<file path="config.mk">
export PLATFORM = sky130hd
export DESIGN_NAME = pipe_cla_adder_flat
export DESIGN_NICKNAME = d
export VERILOG_FILES = /design/src/rtl/pipe_cla_adder_if.sv /design/src/rtl/pipe_cla_adder.sv /design/src/flat_wrapper.sv
export SDC_FILE = /design/constraint.sdc
export NUM_CORES = 1
export LEC_CHECK = 0
export BUFFER_PORTS_ARGS = -buffer_cell sky130_fd_sc_hd__buf_4
export CORE_MARGIN = 2
export CORE_UTILIZATION = 50
export DETAILED_ROUTE_END_ITERATION = 12
export GPL_TIMING_DRIVEN = 0
export PLACE_DENSITY = 0.76
export SYNTH_ARGS = -nofsm -noshare
export SYNTH_HDL_FRONTEND = slang
export SYNTH_SLANG_ARGS = --single-unit
</file>
<file path="constraint.sdc">
create_clock -name clk -period 2.15 [get_ports clk]
set_input_delay 0.215 -clock clk [delete_from_list [all_inputs] [get_ports clk]]
set_output_delay 0.215 -clock clk [all_outputs]
set_load 0.1 [all_outputs]
</file>
<file path="src/rtl/pipe_cla_adder_if.sv">
// Operand/result bundle for pipe_cla_adder: an operand set travels with a
// valid/ready pair on the input side, a result with a valid/ready pair on the
// output side.
interface pipe_cla_adder_if #(
  parameter int WIDTH = 16
);
  logic             in_valid;
  logic             in_ready;
  logic [WIDTH-1:0] A;
  logic [WIDTH-1:0] B;
  logic             Cin;
  logic             SUB;
  logic             out_valid;
  logic             out_ready;
  logic [WIDTH-1:0] S;
  logic             Co;
  logic             OVF;
  logic             ZERO;

  // Producer of operands / consumer of results.
  modport master (
    output in_valid, A, B, Cin, SUB, out_ready,
    input  in_ready, out_valid, S, Co, OVF, ZERO
  );

  // The adder itself.
  modport slave (
    input  in_valid, A, B, Cin, SUB, out_ready,
    output in_ready, out_valid, S, Co, OVF, ZERO
  );
endinterface

</file>
<file path="src/rtl/pipe_cla_adder.sv">
// Pipelined carry-lookahead adder/subtractor.
//
// The operands are split into NGRP groups of GROUP bits. Stage k holds a token
// whose groups 0..k-1 are already summed; stage k's logic resolves group k with
// a flat generate/propagate lookahead and hands the group carry-out to stage
// k+1. After the last group the result lands in an output register, so a
// result appears NGRP cycles after its operands were accepted.
//
// A single global stall (result waiting, consumer not ready) freezes every
// stage at once; bubbles move through the pipe like tokens but never raise
// out_valid.
module pipe_cla_adder #(
  parameter int WIDTH = 16,
  parameter int GROUP = 4
) (
  input logic             clk,
  input logic             rst_n,
  pipe_cla_adder_if.slave bus
);

  localparam int NGRP = WIDTH / GROUP;
  localparam int LAST = NGRP - 1;

  typedef logic [WIDTH-1:0] word_t;
  typedef logic [GROUP-1:0] grp_t;

  // Pipeline stage registers. Stage k: operands, effective B, partial sum with
  // groups below k filled in, carry into group k, and the stage valid bit.
  logic [NGRP-1:0] v_q;
  word_t           a_q [NGRP];
  word_t           b_q [NGRP];
  word_t           s_q [NGRP];
  logic [NGRP-1:0] c_q;

  // Result register.
  logic  vout_q;
  word_t s_out_q;
  logic  co_q;
  logic  ovf_q;

  // Per-stage combinational results.
  word_t           s_nxt [NGRP];
  logic [NGRP-1:0] c_nxt;
  logic            ovf_nxt;

  logic stall;

  // Carries into every bit of one group plus the group carry-out. Each carry
  // is an independent sum of products of g, p and cin, so no carry depends on
  // another carry inside the group.
  function automatic logic [GROUP:0] cla_carries(input grp_t g, input grp_t p,
                                                 input logic cin);
    logic [GROUP:0] c;
    logic           term;
    c    = '0;
    c[0] = cin;
    for (int i = 0; i < GROUP; i++) begin
      term = cin;
      for (int j = 0; j <= i; j++) term = term & p[j];
      c[i+1] = term;
      for (int j = 0; j <= i; j++) begin
        term = g[j];
        for (int m = j + 1; m <= i; m++) term = term & p[m];
        c[i+1] = c[i+1] | term;
      end
    end
    return c;
  endfunction

  // A waiting result with no taker freezes the whole pipe.
  assign stall = vout_q & ~bus.out_ready;

  // Resolve group k in stage k and work out the signed overflow of the token
  // leaving the last stage.
  // NOTE: combinational blocks use blocking assignments and give every output
  // a default before any conditional path, so no latch can be inferred.
  always_comb begin
    grp_t           g;
    grp_t           p;
    logic [GROUP:0] c;
    g       = '0;
    p       = '0;
    c       = '0;
    c_nxt   = '0;
    ovf_nxt = 1'b0;
    for (int k = 0; k < NGRP; k++) begin
      g        = a_q[k][k*GROUP +: GROUP] & b_q[k][k*GROUP +: GROUP];
      p        = a_q[k][k*GROUP +: GROUP] ^ b_q[k][k*GROUP +: GROUP];
      c        = cla_carries(g, p, c_q[k]);
      s_nxt[k] = s_q[k];
      s_nxt[k][k*GROUP +: GROUP] = p ^ c[GROUP-1:0];
      c_nxt[k] = c[GROUP];
    end
    ovf_nxt = (a_q[LAST][WIDTH-1] == b_q[LAST][WIDTH-1]) &
              (s_nxt[LAST][WIDTH-1] != a_q[LAST][WIDTH-1]);
  end

  // Valid bits and the result register: cleared by reset, frozen by stall.
  // The result register only reloads for a real token, so a trailing bubble
  // leaves the last result in place.
  // NOTE: sequential state uses non-blocking assignments so every register
  // samples the pre-edge value of its neighbour.
  always_ff @(posedge clk or negedge rst_n) begin
    if (!rst_n) begin
      v_q     <= '0;
      vout_q  <= 1'b0;
      s_out_q <= '0;
      co_q    <= 1'b0;
      ovf_q   <= 1'b0;
    end else if (!stall) begin
      v_q[0] <= bus.in_valid;
      for (int k = 1; k < NGRP; k++) v_q[k] <= v_q[k-1];
      vout_q <= v_q[LAST];
      if (v_q[LAST]) begin
        s_out_q <= s_nxt[LAST];
        co_q    <= c_nxt[LAST];
        ovf_q   <= ovf_nxt;
      end
    end
  end

  // Operand/partial-sum datapath: load the effective operands at stage 0 and
  // shift tokens one stage per unstalled cycle.
  // NOTE: these registers deliberately have no reset; their contents matter
  // only under a set valid bit, and reset clears every valid bit.
  always_ff @(posedge clk) begin
    if (!stall) begin
      a_q[0] <= bus.A;
      b_q[0] <= bus.SUB ? ~bus.B : bus.B;
      c_q[0] <= bus.SUB | bus.Cin;
      s_q[0] <= '0;
      for (int k = 1; k < NGRP; k++) begin
        a_q[k] <= a_q[k-1];
        b_q[k] <= b_q[k-1];
        s_q[k] <= s_nxt[k-1];
        c_q[k] <= c_nxt[k-1];
      end
    end
  end

  assign bus.in_ready  = ~stall;
  assign bus.out_valid = vout_q;
  assign bus.S         = s_out_q;
  assign bus.Co        = co_q;
  assign bus.OVF       = ovf_q;
  assign bus.ZERO      = ~|s_out_q;

endmodule

</file>
<file path="src/flat_wrapper.sv">
// flat-port wrapper written by rule: the top's interface ports become plain ports
module pipe_cla_adder_flat 
#(
  parameter int WIDTH = 16,
  parameter int GROUP = 4
)
  (clk, rst_n, bus_in_valid, bus_A, bus_B, bus_Cin, bus_SUB, bus_out_ready, bus_in_ready, bus_out_valid, bus_S, bus_Co, bus_OVF, bus_ZERO);
  pipe_cla_adder_if #(.WIDTH(WIDTH)) bus_i ();
  input logic clk;
  input logic rst_n;
  input wire logic [$bits(bus_i.in_valid)-1:0] bus_in_valid;
  input wire logic [$bits(bus_i.A)-1:0] bus_A;
  input wire logic [$bits(bus_i.B)-1:0] bus_B;
  input wire logic [$bits(bus_i.Cin)-1:0] bus_Cin;
  input wire logic [$bits(bus_i.SUB)-1:0] bus_SUB;
  input wire logic [$bits(bus_i.out_ready)-1:0] bus_out_ready;
  output wire logic [$bits(bus_i.in_ready)-1:0] bus_in_ready;
  output wire logic [$bits(bus_i.out_valid)-1:0] bus_out_valid;
  output wire logic [$bits(bus_i.S)-1:0] bus_S;
  output wire logic [$bits(bus_i.Co)-1:0] bus_Co;
  output wire logic [$bits(bus_i.OVF)-1:0] bus_OVF;
  output wire logic [$bits(bus_i.ZERO)-1:0] bus_ZERO;
  assign bus_i.in_valid = bus_in_valid;
  assign bus_i.A = bus_A;
  assign bus_i.B = bus_B;
  assign bus_i.Cin = bus_Cin;
  assign bus_i.SUB = bus_SUB;
  assign bus_i.out_ready = bus_out_ready;
  assign bus_in_ready = bus_i.in_ready;
  assign bus_out_valid = bus_i.out_valid;
  assign bus_S = bus_i.S;
  assign bus_Co = bus_i.Co;
  assign bus_OVF = bus_i.OVF;
  assign bus_ZERO = bus_i.ZERO;
  pipe_cla_adder #(.WIDTH(WIDTH), .GROUP(GROUP)) u_core (.clk(clk), .rst_n(rst_n), .bus(bus_i));
endmodule
</file>
# --- Word level (Yosys, flattened, before mapping) ---
# Memories as Yosys holds them, arrays and structs flattened. A register that Yosys moved wholly into a read port is not among the register bits.
# Index checks and enable logic that the tools add are counted.
word_totals:
  memories: 3
  register_bits: 27
  output_inout_bits: 21
  input_bits: 38
  mem_bits_rw: 192
  word_cells: 115
op_classes:
  n_bitwise: 98
  reduce_logical: 4
  eq_ne: 2
  n_mux: 2
memory_table:
  columns: ["memory", "depth", "word_bits", "read_ports", "rd_clocked_by_memory_dff", "wr", "line_no", "text"]
  rows:
  - ["u_core.a_q", 4, 16, 4, 0, 4, "pipe_cla_adder.sv:30", "word_t a_q [NGRP];"]
  - ["u_core.b_q", 4, 16, 4, 0, 4, "pipe_cla_adder.sv:31", "word_t b_q [NGRP];"]
  - ["u_core.s_q", 4, 16, 4, 1, 4, "pipe_cla_adder.sv:32", "word_t s_q [NGRP];"]
op_table:
  columns: ["op", "n"]
  rows:
  - ["1-bit bitwise AND", 42]
  - ["1-bit OR", 41]
  - ["4-bit XOR", 8]
  - ["4-bit bitwise AND", 4]
  - ["16-bit two-way mux", 1]
  - ["16-bit NOT", 1]
  - ["16-bit OR reduction", 1]
  - ["1-bit zero test", 2]
  - ["1-bit NOT", 2]
  - ["2-bit AND reduction", 1]
  - ["1-bit == test", 1]
  - ["1-bit two-way mux", 1]
  - ["1-bit inequality test", 1]

# --- Depth between registers and ports, before layout ---
# Gate-level depths: netlist of the first run.
logic_depth:
  ltp_word: 10
  mapped_depth: 5
  mapped_depth_nobuf: 5

# --- Worst setup path before layout of the first run ---
# No wires, ideal clock.
synth_path:
  path_kind: "reg2reg"
  from: "reg u_core.vout_q (netlist: u_core.bus.out_valid)"
  to: "mem u_core.a_q[0][0] in the netlist's numbering (enable)"
  period_less_slack_ps: 3211
  required_ps: 1712
  stages_incl_launch_ff: 4
  arrival_ps: 2772
  path_slack_ps: -1061
  setup_ps: 438
  n_path_buf: 1
  cell_sequence: "dfrtp_1 nor2b_4 inv_2 buf_2"
synth_rtl:
  columns: ["element", "line_no", "text"]
  rows:
  - ["start: declaration", "pipe_cla_adder.sv:36", "logic vout_q;"]
  - ["start signal: assignment", "pipe_cla_adder.sv:113", "vout_q <= v_q[LAST];"]
  - ["end: declaration", "pipe_cla_adder.sv:30", null]

# --- Worst setup path after layout of the first run ---
layout_path:
  from: "reg u_core.vout_q (netlist: u_core.bus.out_valid)"
  to: "out bus_in_ready"
layout_between:
  elab_chain_len: 2
layout_rtl:
  columns: ["element", "line_no", "text"]
  rows:
  - ["1-bit bitwise AND", "pipe_cla_adder.sv:71", "assign stall = vout_q & ~bus.out_ready;"]
  - ["1-bit NOT", "pipe_cla_adder.sv:141", "assign bus.in_ready = ~stall;"]
  - ["end: declaration", "flat_wrapper.sv:17", "output wire logic [$bits(bus_i.in_ready)-1:0] bus_in_ready;"]
# Every way passes these cells.

==> results of run 1 <==
==> worst max path at each step <==
stage | start | slack (ns) | cells after the start | endpoint
2_1_floorplan | u_core.bus.S[5]$_DFFE_PN0P_ | 0.01 | 2 | bus_ZERO
3_3_place_gp | u_core.a_q[3][12]$_DFFE_PN_ | 0.27 | 5 | u_core.bus.S[15]$_DFFE_PN0P_
3_5_place_dp | u_core.bus.out_valid$_DFFE_PN0N_ | 0.23 | 4 | bus_in_ready
4_1_cts | u_core.bus.S[2]$_DFFE_PN0P_ | 0.04 | 3 | bus_ZERO
5_1_grt | u_core.bus.out_valid$_DFFE_PN0N_ | 0.003 | 4 | bus_in_ready
6_report | u_core.bus.out_valid$_DFFE_PN0N_ | 0.1 | 4 | bus_in_ready
==> cell usage after synthesis <==
cell type	instances	area, um2
a21oi_1	5	25.0
nor3_1	2	10.0
buf_2	3	15.0
fa_1	4	80.1
inv_1	1	3.75
and4_1	1	8.76
mux2_2	13	146
or3_1	3	18.8
o211a_1	1	10.0
nor2b_4	1	13.8
a32o_1	1	10.0
ha_1	20	250
o21ai_0	9	45.0
buf_6	1	11.3
nor2b_1	3	18.8
a41o_1	2	20.0
nand2_2	1	6.26
xnor2_1	4	35.0
a21boi_0	2	15.0
inv_2	1	3.75
nor4_1	4	25.0
xor2_1	22	193
nor2_1	6	22.5
edfxtp_1	108	3240
dfrtp_1	23	576
a21o_1	4	30.0
o21a_1	1	7.51
or2_2	1	6.26
nand2_1	11	41.3
==> metrics by stage <==
stage / worst slack, ns / hold slack [ns] / util, % / power [W]
floorplan: 0.0106 / -0.0806 / - / 0.00694
global placement: 0.267 / 0.115 / 57.0 / 0.00764
detailed placement: 0.228 / 0.125 / 57.0 / 0.00779
CTS: 0.0374 / 0.000486 / 67.6 / 0.0108
global route: 0.00286 / 0.0164 / 67.6 / 0.0112
finish: 0.0996 / 0.0210 / 67.6 / 0.0107
==> state kept, by name (all words and copies together), names as in the netlist <==
name	count
u_core.a_q	40
u_core.b_q	40
u_core.s_q	24
u_core.bus.S	16
u_core.c_q	4
u_core.v_q	4
u_core.bus.Co	1
u_core.bus.OVF	1
u_core.bus.out_valid	1
==> per-layer routing <==
layer / global-route usage [%] / vias up / wire length (um)
met5: 0 / - / 0
met3: 5.02 / 21 / 336
met4: 9.62 / 0 / 216
met1: 16.9 / 1185 / 2850
met2: 27.0 / 74 / 3990
li1: - / 1200 / -
==> cell families (layout without fill, tap and decap cells) <==
group,Yosys count,after routing,share of synthesized area [%]
flops,131,131,78.1
mux,13,13,2.99
fa+ha+maj,24,24,6.75
buf+inv,6,132,0.690
simple gates,33,33,3.50
xor+xnor,26,26,4.66
compound gates,25,25,3.33
==> cell type report <==
| type | instances | share of cell area [%] |
|---|---|---|
| tap | 133 | 2.55 |
| inverter | 2 | 0.115 |
| clock buffer | 24 | 8.54 |
| sequential | 131 | 58.6 |
| multi-input combinational | 121 | 16.0 |
| buffer | 4 | 0.749 |
| timing repair buffer | 94 | 12.6 |
| clock inverter | 8 | 0.845 |
==> power groups by stage <==
stage / registers [W] / logic (W) / clock network (W)
after floorplan: 0.00566 / 0.00128 / 0
after global placement: 0.00443 / 0.00320 / 0
after detailed placement: 0.00450 / 0.00329 / 0
after CTS: 0.00446 / 0.00345 / 0.00285
after global routing: 0.00456 / 0.00369 / 0.00300
final: 0.00446 / 0.00343 / 0.00281
==> what timing repair did <==
action	4_1_cts	5_1_grt
cloned	1	0
setup endpoints to repair	1	1
hold buffers	36	0
hold endpoints to repair	58	0
resized for setup	2	1
==> out/metrics.cfg, run 1 <==
[sta]
relSlewSlack_pct=79.5
fmax_mhz=488
final-setup-viol-count=0
tightest_slew_ns=0.308
rsz0062_at_grt=no
finClkSkew_ns=0.00704
hold_viol=0
fin_crit_sh_pct=95.4
min_period_ns=2.05
drv_slew=0
setup-tns-final_ns=0

[synth]
syn-num-nets=320
ys_ff_latch=131
synth_warnings=0
syn_inst=258
synth_area_um2=4890
avgSynthCellArea_um2=19.0
yosysUniqueCellTypes=29
yosysSeqAreaShare_pct=78.1

[power]
p_int_w=0.00690
switchingPower_w=0.00380
p_per_area_nw_per_um2=1640
clockPowerShare_pct=26.3
sw_frac_of_total_pct=35.5
pwr-share-seq_pct=41.7
leakagePower_nw=2.67
combinationalPowerShare_pct=32.0
ir_worst_vdd_uv=1050

[die]
fp-row-count=36
io_pins=59
start_util_pct=50.7
placeableCoreArea_um2=9640
design.die.area_um2=10600
fp.dieH_um=103
die-width_um=103

[worst_setup_path]
path_buf_inv=3
critPathArrivalTime_ns=1.84
cp_slowest_cell=dfrtp_1
cpPeakStageDelay_ns=0.38
cp_data_required_time_ns=1.93
worstSetupPathType=flop to output pin
reg2reg_to=u_core.bus.S[15]$_DFFE_PN0P_
rrSetupSlack_ns=0.21
startpoint_type=flop
end_kind=output pin
regToRegStartpoint=u_core.a_q[3][12]$_DFFE_PN_
r2r_cells=5
crit_chain=nor2b_4 > inv_2 > buf_16 > buf_4
cp_top_family=buffers and inverters
path_max_fanout=59

[clocking]
clock-sinks=131
path_clk_slew_ns=0.06
cts_buffers=17
clk_latency_ns=0.51
cts_setup_buffers=0
root_buffer=clkbuf_8
cts_tree=yes
h-tree-depth=4
clock_path_buffers=2

[worst_hold_path]
hold_path_depth=2
hold_path_end=u_core.b_q[0][12]$_DFFE_PN_
hold_class=primary input to flop
hp-start=bus_B[12]

[global_routing]
grt_overflow=0
track_usage_pct=15.7
grt_max_degree=60
grt_pass1_wl_um=11800
antenna_found_initial=0
grt_pass1_vias=2544

[route]
vias=2480
wl_per_cell_um=14.3
dr.pass1.iters=4
drc=0
drt_iter0_markers=131
wirelength_um=7390
postRouteAntennaNets=0
drt-vias-per-instance=4.80

[layout]
final_cell_mix=edfxtp_1, buf_4, dlygate4sd3_1, dfrtp_1, xor2_1
fillers=654
ff_latch_area_um2=3820
final_area_um2=6520
final_common_cell=edfxtp_1
syn_to_final_growth_pct=33.3
instances_no_fill=517
num_antenna_cells=0
fin_nets=433
layout-drive-gt1-share_pct=28.9
multiInputGateArea_um2=1040

[job]
cap_violations=0

[placed_design]
dpl_cell_area_um2=5500
placedCellCount=448
hpwl_um=4200
gp_congestion=0.809
port_buffers=57

[outcome]
status=finished, final reports clean

Note: power is estimated with default switching activity, not from simulation.
==> run 2, diff against run 1 <==
--- a/config.mk
+++ b/config.mk
@@ -5,6 +5,7 @@
 export SDC_FILE = /design/constraint.sdc
 export NUM_CORES = 1
 export LEC_CHECK = 0
+export ABC_AREA = 1
 export BUFFER_PORTS_ARGS = -buffer_cell sky130_fd_sc_hd__buf_4
 export CORE_MARGIN = 2
 export CORE_UTILIZATION = 50
==> out/metrics.cfg, run 2 <==
[outcome]
status=finished, final reports clean

[synth]
yosysSeqAreaShare_pct=77.3  ; -0.79 points
syn_inst=303  ; +17%
synth_area_um2=4940  ; +1.0%
synth_edf_count=108  ; unchanged
yosysUniqueCellTypes=24  ; -17%
synth-main-ff-cell=edfxtp_1
yosysMostFrequentCell=edfxtp_1
ys_ff_latch=131  ; unchanged
synth_top_area_share_pct=65.6  ; -0.67 points
avgSynthCellArea_um2=16.3  ; -14%
synth_warnings=0  ; unchanged
async_flop_share_pct=17.6  ; unchanged
synth_area_leader_cell=edfxtp_1
synth.area.top_cells=edfxtp_1, dfrtp_1, nand2_1, ha_1, xor2_1
syn-num-nets=365  ; +14%
synth_common_cells=edfxtp_1, nand2_1, xor2_1

[power]
p_int_w=0.00637  ; -7.7%
ir_worst_vdd_uv=736  ; -30%
combinationalPowerShare_pct=32.8  ; +0.8 points
pwr-share-seq_pct=43.5  ; +1.8 points
clockPowerShare_pct=23.7  ; -2.6 points
leakagePower_nw=2.71  ; +1.4%
p_per_area_nw_per_um2=1570  ; -4.5%
switchingPower_w=0.00376  ; -1.0%
sw_frac_of_total_pct=37.1  ; +1.6 points
total_power_w=0.0101  ; -5.3%

[worst_setup_path]
regToRegStartpoint=u_core.bus.out_valid$_DFFE_PN0N_
critPathArrivalTime_ns=1.76  ; -0.08 ns
cp_data_required_time_ns=1.93  ; about the same
startpoint_type=flop
end_kind=output pin
cp-startpoint=u_core.bus.S[5]$_DFFE_PN0P_
worstSetupPathType=flop to output pin
path_max_fanout=3  ; -95%

[global_routing]
track_usage_pct=13.8  ; -2.0 points
grt_pass1_wl_um=10700  ; -9.0%
grt_overflow=0  ; unchanged
grt_max_degree=48  ; -20%
antenna_found_initial=0  ; unchanged
grt_pass1_vias=2363  ; -7.1%

[route]
drc=0  ; unchanged
wl_per_cell_um=11.8  ; -18%
dr.pass1.iters=4  ; unchanged
drt_iter0_markers=78  ; -40%
drt-vias-per-instance=4.49  ; -6.5%
vias=2530  ; +2.0%
postRouteAntennaNets=0  ; unchanged
wirelength_um=6630  ; -10%

[sta]
tightest_slew_ns=0.654  ; +0.346 ns
min_period_ns=1.98  ; -0.0739 ns
rsz0062_at_grt=no
worst_hold_slack_ns=0.0229  ; +0.00197 ns
drv_slew=0  ; unchanged
fin_crit_sh_pct=91.9  ; -3.4 points
fmax_mhz=506  ; +3.7%
relSlewSlack_pct=56.2  ; -23 points
hold_viol=0  ; unchanged
finClkSkew_ns=0.0116  ; +0.00454 ns
fin_ws_ns=0.174  ; +0.0739 ns
final-setup-viol-count=0  ; unchanged

[placed_design]
placedCellCount=495  ; +10%
place_ws_ns=-0.0317  ; -0.260 ns
hpwl_um=4000  ; -4.7%
dpl_cell_area_um2=5590  ; +1.7%
gp_congestion=0.678  ; -16%
port_buffers=57  ; unchanged

[layout]
syn_to_final_growth_pct=30.8
layout-drive-gt1-share_pct=25.5  ; -3.4 points
final_area_um2=6460  ; -0.83%
final_cell_mix=edfxtp_1, nand2_1, buf_4, dlygate4sd3_1, xor2_1
final_common_cell=edfxtp_1
num_antenna_cells=0  ; unchanged
instances_no_fill=564  ; +9.1%
reg_top3=u_core.a_q (40), u_core.b_q (40), u_core.s_q (24)
fin_nets=480  ; +11%

[die]
fp.dieH_um=103  ; +0.49%
design.die.area_um2=10700  ; +0.98%
die-width_um=103  ; +0.49%
placeableCoreArea_um2=9680  ; +0.47%
io_pins=59  ; unchanged
fp-row-count=36  ; unchanged
start_util_pct=51.0  ; +0.28 points

[worst_hold_path]
hp-start=bus_B[8]
hold_class=primary input to flop

[clocking]
cts_buffers=17  ; unchanged
path_clk_slew_ns=0.06  ; about the same
clk_latency_ns=0.51  ; about the same
cts_tree=yes
h-tree-depth=4  ; unchanged
root_buffer=clkbuf_8
clock_path_buffers=2  ; unchanged
clock-sinks=131  ; unchanged

[job]
cap_violations=0  ; unchanged

-- run 2: cell types whose count changed after synthesis, moves of 4 or more --
cell,before,now
nand2_1,11,73
nand3_1,0,7
a21oi_1,5,0
mux2_2,13,0
o21ai_0,9,5
inv_1,1,10
-- run 2: path summary, 6_finish.rpt --
check	slack, ns	depth (start not counted)	to
worst max-delay path	0.17	4	bus_ZERO
worst min-delay path	0.02	2	u_core.b_q[0][8]$_DFFE_PN_
worst max register to register	0.37	4	u_core.s_q[3][8]$_DFFE_PN_
worst min register to register	0.41	0	u_core.s_q[3][2]$_DFFE_PN_
max in group asynchronous	1.75	2	u_core.bus.out_valid$_DFFE_PN0N_
min in group asynchronous	0.14	2	u_core.bus.S[15]$_DFFE_PN0P_
-- run 2: area by class of cell --
class                      count  area (um2)
sequential                   131        3820
fill                         683        3220
multi-input combinational    155        1050
timing repair buffer          95         823
clock buffer                  18         418
tap                          133         166
clock inverter                14        90.1
inverter                      12        48.8
buffer                         5        38.8
timing repair inverter         1        5.00
-- run 2: power groups by stage --
stage	sequential [W]	combinational, W	clock (W)
global placement	0.00445	0.00314	0
floorplan	0.00562	0.00132	0
detailed placement	0.00445	0.00327	0
finish	0.00440	0.00332	0.00240
CTS	0.00441	0.00335	0.00247
global route	0.00451	0.00362	0.00259
-- run 2: critical path, stage by stage (launching register included) --
cell     delay (ns)
dfrtp_1        0.40
nor4_2         0.31
nand2_1        0.14
nor2_4         0.11
buf_4          0.29
-- run 2: metrics by stage --
step / setup TNS (ns) / utilization [%]
after detailed placement: -0.0317 / 57.7
after CTS: 0 / 66.5
final: 0 / 66.8
after global placement: -131.60 / 57.3
after global routing: 0 / 66.8
after floorplan: -147.30 / -
-- run 2: cells by family (layout without fill, tap and decap cells) --
| logic type | Yosys count | in the layout | synth area share [%] |
|---|---|---|---|
| AO/OA/AOI/OAI | 9 | 9 | 1.14 |
| XOR/XNOR | 26 | 26 | 4.61 |
| buffers and inverters | 17 | 145 | 1.70 |
| adder cells (fa/ha/maj) | 24 | 24 | 6.69 |
| flip-flops | 131 | 131 | 77.3 |
| AND/OR/NAND/NOR | 96 | 96 | 8.58 |
-- run 2: timing repair --
action | 4_1_cts | 5_1_grt
pin swaps | 1 | 1
setup endpoints to repair | 1 | 2
hold endpoints to repair | 55 | 1
gates resized for setup | 0 | 1
setup buffers | 1 | 1
cloned | 1 | 0
hold buffers | 33 | 1
-- run 2: routing by layer --
metal	global-route usage, %	share of wire, %
met4	8.00	2.4
met5	0	0
met2	21.2	48
met3	4.64	4.5
met1	17.1	46
